<file path="src/rtl/keypad_pkg.sv">
// Shared definitions for the keypad entry buffer: raw key codes, the display
// fill codes and the entry state encoding.
// Ports: none (package).
package keypad_pkg;

  localparam int unsigned NIBBLE_W = 4;

  // Raw keypad codes for the non-numeric keys and for digit zero
  localparam logic [NIBBLE_W-1:0] KEY_STAR = 4'hA;
  localparam logic [NIBBLE_W-1:0] KEY_ZERO = 4'hB;
  localparam logic [NIBBLE_W-1:0] KEY_HASH = 4'hC;

  // Nibble shown in an unused slot, and in a filled slot while masking
  localparam logic [NIBBLE_W-1:0] BLANK_CODE = 4'hF;
  localparam logic [NIBBLE_W-1:0] MASK_CODE  = 4'hE;

  typedef enum logic [1:0] {
    ST_EMPTY = 2'd0,
    ST_ENTRY = 2'd1,
    ST_FULL  = 2'd2
  } entry_state_e;

endpackage

</file>
<file path="src/rtl/keypad_decode.sv">
// Combinational classification of a raw keypad code.
// Ports:
//   key_i          raw 4-bit keypad code
//   is_digit_o     key is 0..9 (digit_o carries its value)
//   digit_o        decoded digit value, 0 when not a digit
//   is_backspace_o key is '*'
//   is_enter_o     key is '#'
//   is_invalid_o   any other code
module keypad_decode
  import keypad_pkg::*;
(
  input  logic [NIBBLE_W-1:0] key_i,
  output logic                is_digit_o,
  output logic [NIBBLE_W-1:0] digit_o,
  output logic                is_backspace_o,
  output logic                is_enter_o,
  output logic                is_invalid_o
);

  always_comb begin
    is_digit_o     = 1'b0;
    digit_o        = '0;
    is_backspace_o = 1'b0;
    is_enter_o     = 1'b0;
    is_invalid_o   = 1'b0;
    case (key_i)
      4'h1, 4'h2, 4'h3, 4'h4, 4'h5, 4'h6, 4'h7, 4'h8, 4'h9: begin
        is_digit_o = 1'b1;
        digit_o    = key_i;
      end
      KEY_ZERO: is_digit_o     = 1'b1;
      KEY_STAR: is_backspace_o = 1'b1;
      KEY_HASH: is_enter_o     = 1'b1;
      default:  is_invalid_o   = 1'b1;
    endcase
  end

endmodule

</file>
<file path="src/rtl/keypad_entry_buffer.sv">
// Keypad digit entry buffer with backspace, commit, display masking and an
// inactivity timeout that discards an unfinished entry.
// Ports:
//   clk, rst      clock, asynchronous active-high reset
//   key           raw keypad code, qualified by key_valid
//   key_valid     one key event in this cycle
//   mask_en       show MASK_CODE instead of digit values on the display
//   disp_digits   registered display nibbles, slot 0 = most recent digit
//   digit_count   number of digits currently held
//   code          last committed code (unused slots BLANK_CODE)
//   code_len      digit count of the last committed code
//   code_valid    one-cycle pulse on commit
//   key_reject    one-cycle pulse when a key event is ignored
//   timeout       one-cycle pulse when the entry is cleared by inactivity
module keypad_entry_buffer
  import keypad_pkg::*;
#(
  parameter int unsigned NUM_DIGITS     = 4,
  parameter int unsigned TIMEOUT_CYCLES = 100_000_000
) (
  input  logic                                clk,
  input  logic                                rst,
  input  logic [3:0]                          key,
  input  logic                                key_valid,
  input  logic                                mask_en,
  output logic [4*NUM_DIGITS-1:0]             disp_digits,
  output logic [$clog2(NUM_DIGITS+1)-1:0]     digit_count,
  output logic [4*NUM_DIGITS-1:0]             code,
  output logic [$clog2(NUM_DIGITS+1)-1:0]     code_len,
  output logic                                code_valid,
  output logic                                key_reject,
  output logic                                timeout
);

  localparam int unsigned DW         = NIBBLE_W * NUM_DIGITS;
  localparam int unsigned CNT_W      = $clog2(NUM_DIGITS + 1);
  localparam int unsigned IDLE_W     = (TIMEOUT_CYCLES > 1) ? $clog2(TIMEOUT_CYCLES) : 1;
  localparam int unsigned IDLE_LAST  = (TIMEOUT_CYCLES > 0) ? TIMEOUT_CYCLES - 1 : 0;
  localparam bit          TIMEOUT_EN = (TIMEOUT_CYCLES != 0);

  entry_state_e state_q, state_d;

  logic [DW-1:0]     digits_q, digits_d;
  logic [DW-1:0]     disp_q, disp_d;
  logic [DW-1:0]     code_q, code_d;
  logic [CNT_W-1:0]  count_q, count_d;
  logic [CNT_W-1:0]  code_len_q, code_len_d;
  logic [IDLE_W-1:0] idle_q, idle_d;
  logic              code_valid_q, code_valid_d;
  logic              key_reject_q, key_reject_d;
  logic              timeout_q, timeout_d;

  logic                is_digit, is_back, is_enter, is_invalid;
  logic [NIBBLE_W-1:0] digit_val;

  keypad_decode u_decode (
    .key_i          (key),
    .is_digit_o     (is_digit),
    .digit_o        (digit_val),
    .is_backspace_o (is_back),
    .is_enter_o     (is_enter),
    .is_invalid_o   (is_invalid)
  );

  // Event qualification against the current fill state
  logic is_empty, is_full;
  logic do_digit, do_back, do_enter, do_reject, do_timeout;

  assign is_empty   = (state_q == ST_EMPTY);
  assign is_full    = (state_q == ST_FULL);
  assign do_digit   = key_valid & is_digit & ~is_full;
  assign do_back    = key_valid & is_back & ~is_empty;
  assign do_enter   = key_valid & is_enter & ~is_empty;
  assign do_reject  = key_valid & (is_invalid | (is_digit & is_full) |
                                   ((is_back | is_enter) & is_empty));
  // A key in the same cycle wins over the inactivity clear
  assign do_timeout = TIMEOUT_EN & ~key_valid & ~is_empty &
                      (idle_q == IDLE_W'(IDLE_LAST));

  // State register
  always_ff @(posedge clk or posedge rst) begin
    if (rst) state_q <= ST_EMPTY;
    else     state_q <= state_d;
  end

  // Next state tracks the digit count after each accepted event
  always_comb begin
    state_d = state_q;
    if (do_enter || do_timeout) begin
      state_d = ST_EMPTY;
    end else if (do_digit) begin
      state_d = (count_q == CNT_W'(NUM_DIGITS - 1)) ? ST_FULL : ST_ENTRY;
    end else if (do_back) begin
      state_d = (count_q == CNT_W'(1)) ? ST_EMPTY : ST_ENTRY;
    end
  end

  // Output / datapath next values
  always_comb begin
    digits_d     = digits_q;
    count_d      = count_q;
    code_d       = code_q;
    code_len_d   = code_len_q;
    code_valid_d = do_enter;
    key_reject_d = do_reject;
    timeout_d    = do_timeout;
    if (!TIMEOUT_EN || key_valid || is_empty || do_timeout) idle_d = '0;
    else                                                     idle_d = idle_q + IDLE_W'(1);

    if (do_enter || do_timeout) begin
      digits_d = {NUM_DIGITS{BLANK_CODE}};
      count_d  = '0;
      if (do_enter) begin
        code_d     = digits_q;
        code_len_d = count_q;
      end
    end else if (do_digit) begin
      digits_d = (digits_q << NIBBLE_W) | DW'(digit_val);
      count_d  = count_q + CNT_W'(1);
    end else if (do_back) begin
      // Drop the newest digit; the vacated top slot becomes blank
      digits_d = (digits_q >> NIBBLE_W) | (DW'(BLANK_CODE) << (DW - NIBBLE_W));
      count_d  = count_q - CNT_W'(1);
    end
  end

  // Display image derived from the next buffer contents
  for (genvar g = 0; g < NUM_DIGITS; g++) begin : g_disp
    assign disp_d[NIBBLE_W*g +: NIBBLE_W] =
      (CNT_W'(g) >= count_d) ? BLANK_CODE :
      (mask_en ? MASK_CODE : digits_d[NIBBLE_W*g +: NIBBLE_W]);
  end

  // Datapath registers
  always_ff @(posedge clk or posedge rst) begin
    if (rst) begin
      digits_q     <= {NUM_DIGITS{BLANK_CODE}};
      disp_q       <= {NUM_DIGITS{BLANK_CODE}};
      code_q       <= {NUM_DIGITS{BLANK_CODE}};
      count_q      <= '0;
      code_len_q   <= '0;
      idle_q       <= '0;
      code_valid_q <= 1'b0;
      key_reject_q <= 1'b0;
      timeout_q    <= 1'b0;
    end else begin
      digits_q     <= digits_d;
      disp_q       <= disp_d;
      code_q       <= code_d;
      count_q      <= count_d;
      code_len_q   <= code_len_d;
      idle_q       <= idle_d;
      code_valid_q <= code_valid_d;
      key_reject_q <= key_reject_d;
      timeout_q    <= timeout_d;
    end
  end

  assign disp_digits = disp_q;
  assign digit_count = count_q;
  assign code        = code_q;
  assign code_len    = code_len_q;
  assign code_valid  = code_valid_q;
  assign key_reject  = key_reject_q;
  assign timeout     = timeout_q;

endmodule

</file>
<file path="config.mk">
export PLATFORM = sky130hd
export DESIGN_NAME = keypad_entry_buffer
export DESIGN_NICKNAME = d
export VERILOG_FILES = /design/src/rtl/keypad_pkg.sv /design/src/rtl/keypad_decode.sv /design/src/rtl/keypad_entry_buffer.sv
export SDC_FILE = /design/constraint.sdc
export NUM_CORES = 1
export LEC_CHECK = 0
export CAP_MARGIN = 10
export CORE_MARGIN = 3
export CORE_UTILIZATION = 55
export DETAILED_ROUTE_END_ITERATION = 8
export PLACE_DENSITY = 0.86
export SLEW_MARGIN = 0
export SYNTH_ARGS = -nofsm -noshare
export SYNTH_HDL_FRONTEND = slang
export SYNTH_SLANG_ARGS = --single-unit
</file>
<file path="constraint.sdc">
create_clock -name clk -period 4.35 [get_ports clk]
set_clock_uncertainty 0.1 [all_clocks]
set_input_delay 0.87 -clock clk [delete_from_list [all_inputs] [get_ports clk]]
set_output_delay 0.87 -clock clk [all_outputs]
set_load 0.01 [all_outputs]
</file>
==> flow_metrics.tcl <==
set metrics [dict create \
    numPortBuffers 48 \
    dp.final_hpwl_mm 5.90 \
    coreArea_um2 6910 \
    synth_mux_area_share_pct 7.55 \
    synth_area_leaders "dfstp_2, dfrtp_1, nor2_1" \
    min_path_cells 1 \
    start_util_pct 57.6 \
    hold_buffers 0 \
    wl_met2_mm 3.89 \
    post_cts_buffers 0 \
    grt_pass1_wl_mm 14.3 \
    rsz0062_at_grt "no" \
    synth-edff-count 0 \
    synth-simple-area-share_pct 17.4 \
    min_from "idle_q[0]" \
    setup_viol 0 \
    cp_data_arrival_time_ns 3.37 \
    wirelength_mm 8.52 \
    ios 49 \
    htreeDepth 3 \
    synth_common_cells "nor2_1, dfstp_2, dfrtp_1, nand2_1, nand3_1" \
    clockBufferDepth 2 \
    cts_resized 0 \
    die_y_um 91.1 \
    fin_crit_sh_pct 73.5 \
    yosys.area.top_type "dfstp_2" \
    synth_area_per_cell_um2 10.7 \
    rr_startpoint "idle_q[8]" \
    synth_seq_cells 86 \
    ys_types 49 \
    slew_headroom_pct 29.8 \
    ys.flop_type "dfstp_2" \
    reg2reg_depth 5 \
    critPathMaxFanout 16 \
    startpoint "key[3]" \
    first_pass_iters 5 \
    reg2reg_to "idle_q[10]" \
    pre_cts_ws_ns 0.820 \
    syn-num-nets 386 \
    drtIter0Drc 260 \
    grtUsageTotal_pct 21.4 \
    route.detailed.drc 0 \
    syn_inst 373 \
    vias_per_cell 5.77 \
    hold_viol_final 0 \
    finalWorstSetupSlack_ns 1.15 \
    diodes 0 \
    synth-async-reset-ratio_pct 100 \
    p_leak_nw 2.07 \
    synth-compound-area-share_pct 8.77 \
    antenna_found_initial 0 \
    place_congestion 0.958 \
    layout-drive-gt1-share_pct 21.3 \
    synth_fa_ha_area_share_pct 1.57 \
    cts_tree "done" \
    totalNegativeSetupSlack_ns 0 \
    clock_sinks 86 \
    power.total_mw 2.81 \
    startpoint_type "input pin" \
    grt_start_max_net_pins 60 \
    root_buffer "clkbuf_8" \
    finalCriticalPeriod_ns 3.20 \
    yosysSeqAreaShare_pct 55.6 \
    netlist.area_leader.share_pct 31.7 \
    grt_overflow 0 \
    synth_most_common_cell "nor2_1" \
    clk_pin_slew_ns 0.08 \
    std_cell_rows 30 \
    maxCapViolCount 0 \
    hp-class "reg -> reg" \
    route.met3.wl_um 548 \
    synth_xor_area_share_pct 6.16 \
    yosys_warnings 0 \
    die-area_um2 8290 \
    tightest_slew_ns 1.04 \
    critical_path_class "in -> reg" \
    peakVddDrop_v 0.000335 \
    design.final.nets 435 \
    cts_buffers 9 \
    synth_top_family_by_area "simple AND/OR/NAND/NOR gates" \
    p_per_area_nw_per_um2 596 \
    r2r_setup_slack_ns 1.72 \
    wl_met1_mm 3.90 \
    grt_pass1_vias 2890 \
    synth.cell_area_um2 3980 \
    wire_per_inst_um 16.3 \
    slew_violations 0 \
    num_vias 3019 \
    critPathCapture "disp_digits[10]" \
    maxUsedRoutingLayer "met4" \
    endpoint_kind "flip-flop" \
    syn_to_final_growth_pct 18.6 \
    worstSkewPairLatency_ns 0.35 \
    die-width_um 91.1 \
    cp.required_ns 4.52 \
    run_status "finished clean" \
    detail-route-antenna-nets 0 \
    max_freq_mhz 313 \
]
[layout make-up]
class	count	area, um2
Timing Repair Buffer	53	518
Sequential cell	86	2210
Inverter	10	38.8
Fill cell	516	2190
Clock inverter	6	42.5
Clock buffer	10	138
Multi-Input combinational cell	262	1650
Tap cell	96	120
[worst max-delay path: stages]
cell and delay [ns]:
clkdlybuf4s50_1 0.63, nor4_1 0.13, a21o_1 0.20, nor2_1 0.75, a31oi_1 0.23, a211oi_1 0.44
nand2_1 0.11
[how the worst min path moves through the flow]
| stage | to | slack (ns) |
|---|---|---|
| after global routing | idle_q[0] | 0.42 |
| after CTS | idle_q[0] | 0.39 |
| final | idle_q[0] | 0.39 |
| after detailed placement | code_len[2] | 0.38 |
| after floorplan | idle_q[0] | 0.35 |
| after global placement | code_len[0] | 0.36 |
[per-layer routing]
layer,vias up,global-route usage [%]
li1,1395,-
met1,1470,30.6
met2,137,31.9
met3,17,3.81
met4,0,10.1
met5,-,0
[cell families (layout without fill, tap and decap cells)]
group           Yosys count  after routing
simple gates            149            149
xor+xnor                 28             28
flops                    86             86
buf+inv                  25             79
fa+ha+maj                 5              5
compound gates           52             52
mux                      28             28
[per-stage QoR]
step / utilization, % / cells / cell area [um2] / hold slack (ns)
floorplan: - / 373 / 3980 / 0.345
global placement: 65.7 / 507 / 4540 / 0.364
detailed placement: 65.7 / 507 / 4540 / 0.381
CTS: 68.3 / 523 / 4720 / 0.394
global route: 68.3 / 523 / 4720 / 0.418
finish: 68.3 / 523 / 4720 / 0.391
[layout by cell type, fill, tap and decap left out, types with 4 or more instances in the layout]
cell and n:
dfrtp_1 38, and3_1 5, inv_1 9, dfstp_2 48, mux2i_1 12, o21ai_0 8
buf_4 5, mux2_2 16, nand4_1 8, xnor2_1 10, ha_1 5, nand3_1 21
nor4_1 4, clkdlybuf4s50_1 48, clkbuf_8 10, nor3_1 6, xor2_1 18, a21oi_1 13
nor2_1 56, nand2_1 36, a211oi_1 4, a31oi_1 6
[where the power goes]
group	internal [mW]	switching [mW]
combinational	0.482	0.465
clock	0.226	0.291
sequential	1.16	0.191
total	1.87	0.947
[sequential cells by signal, summed over array words and instances, names as in the netlist]
name and flops:
code 16, code_len 3, code_valid 1, digit_count 3, digits_q 16, disp_digits 16
idle_q 27, key_reject 1, state_q 2, timeout 1
Power figures use the tool's default switching activity.
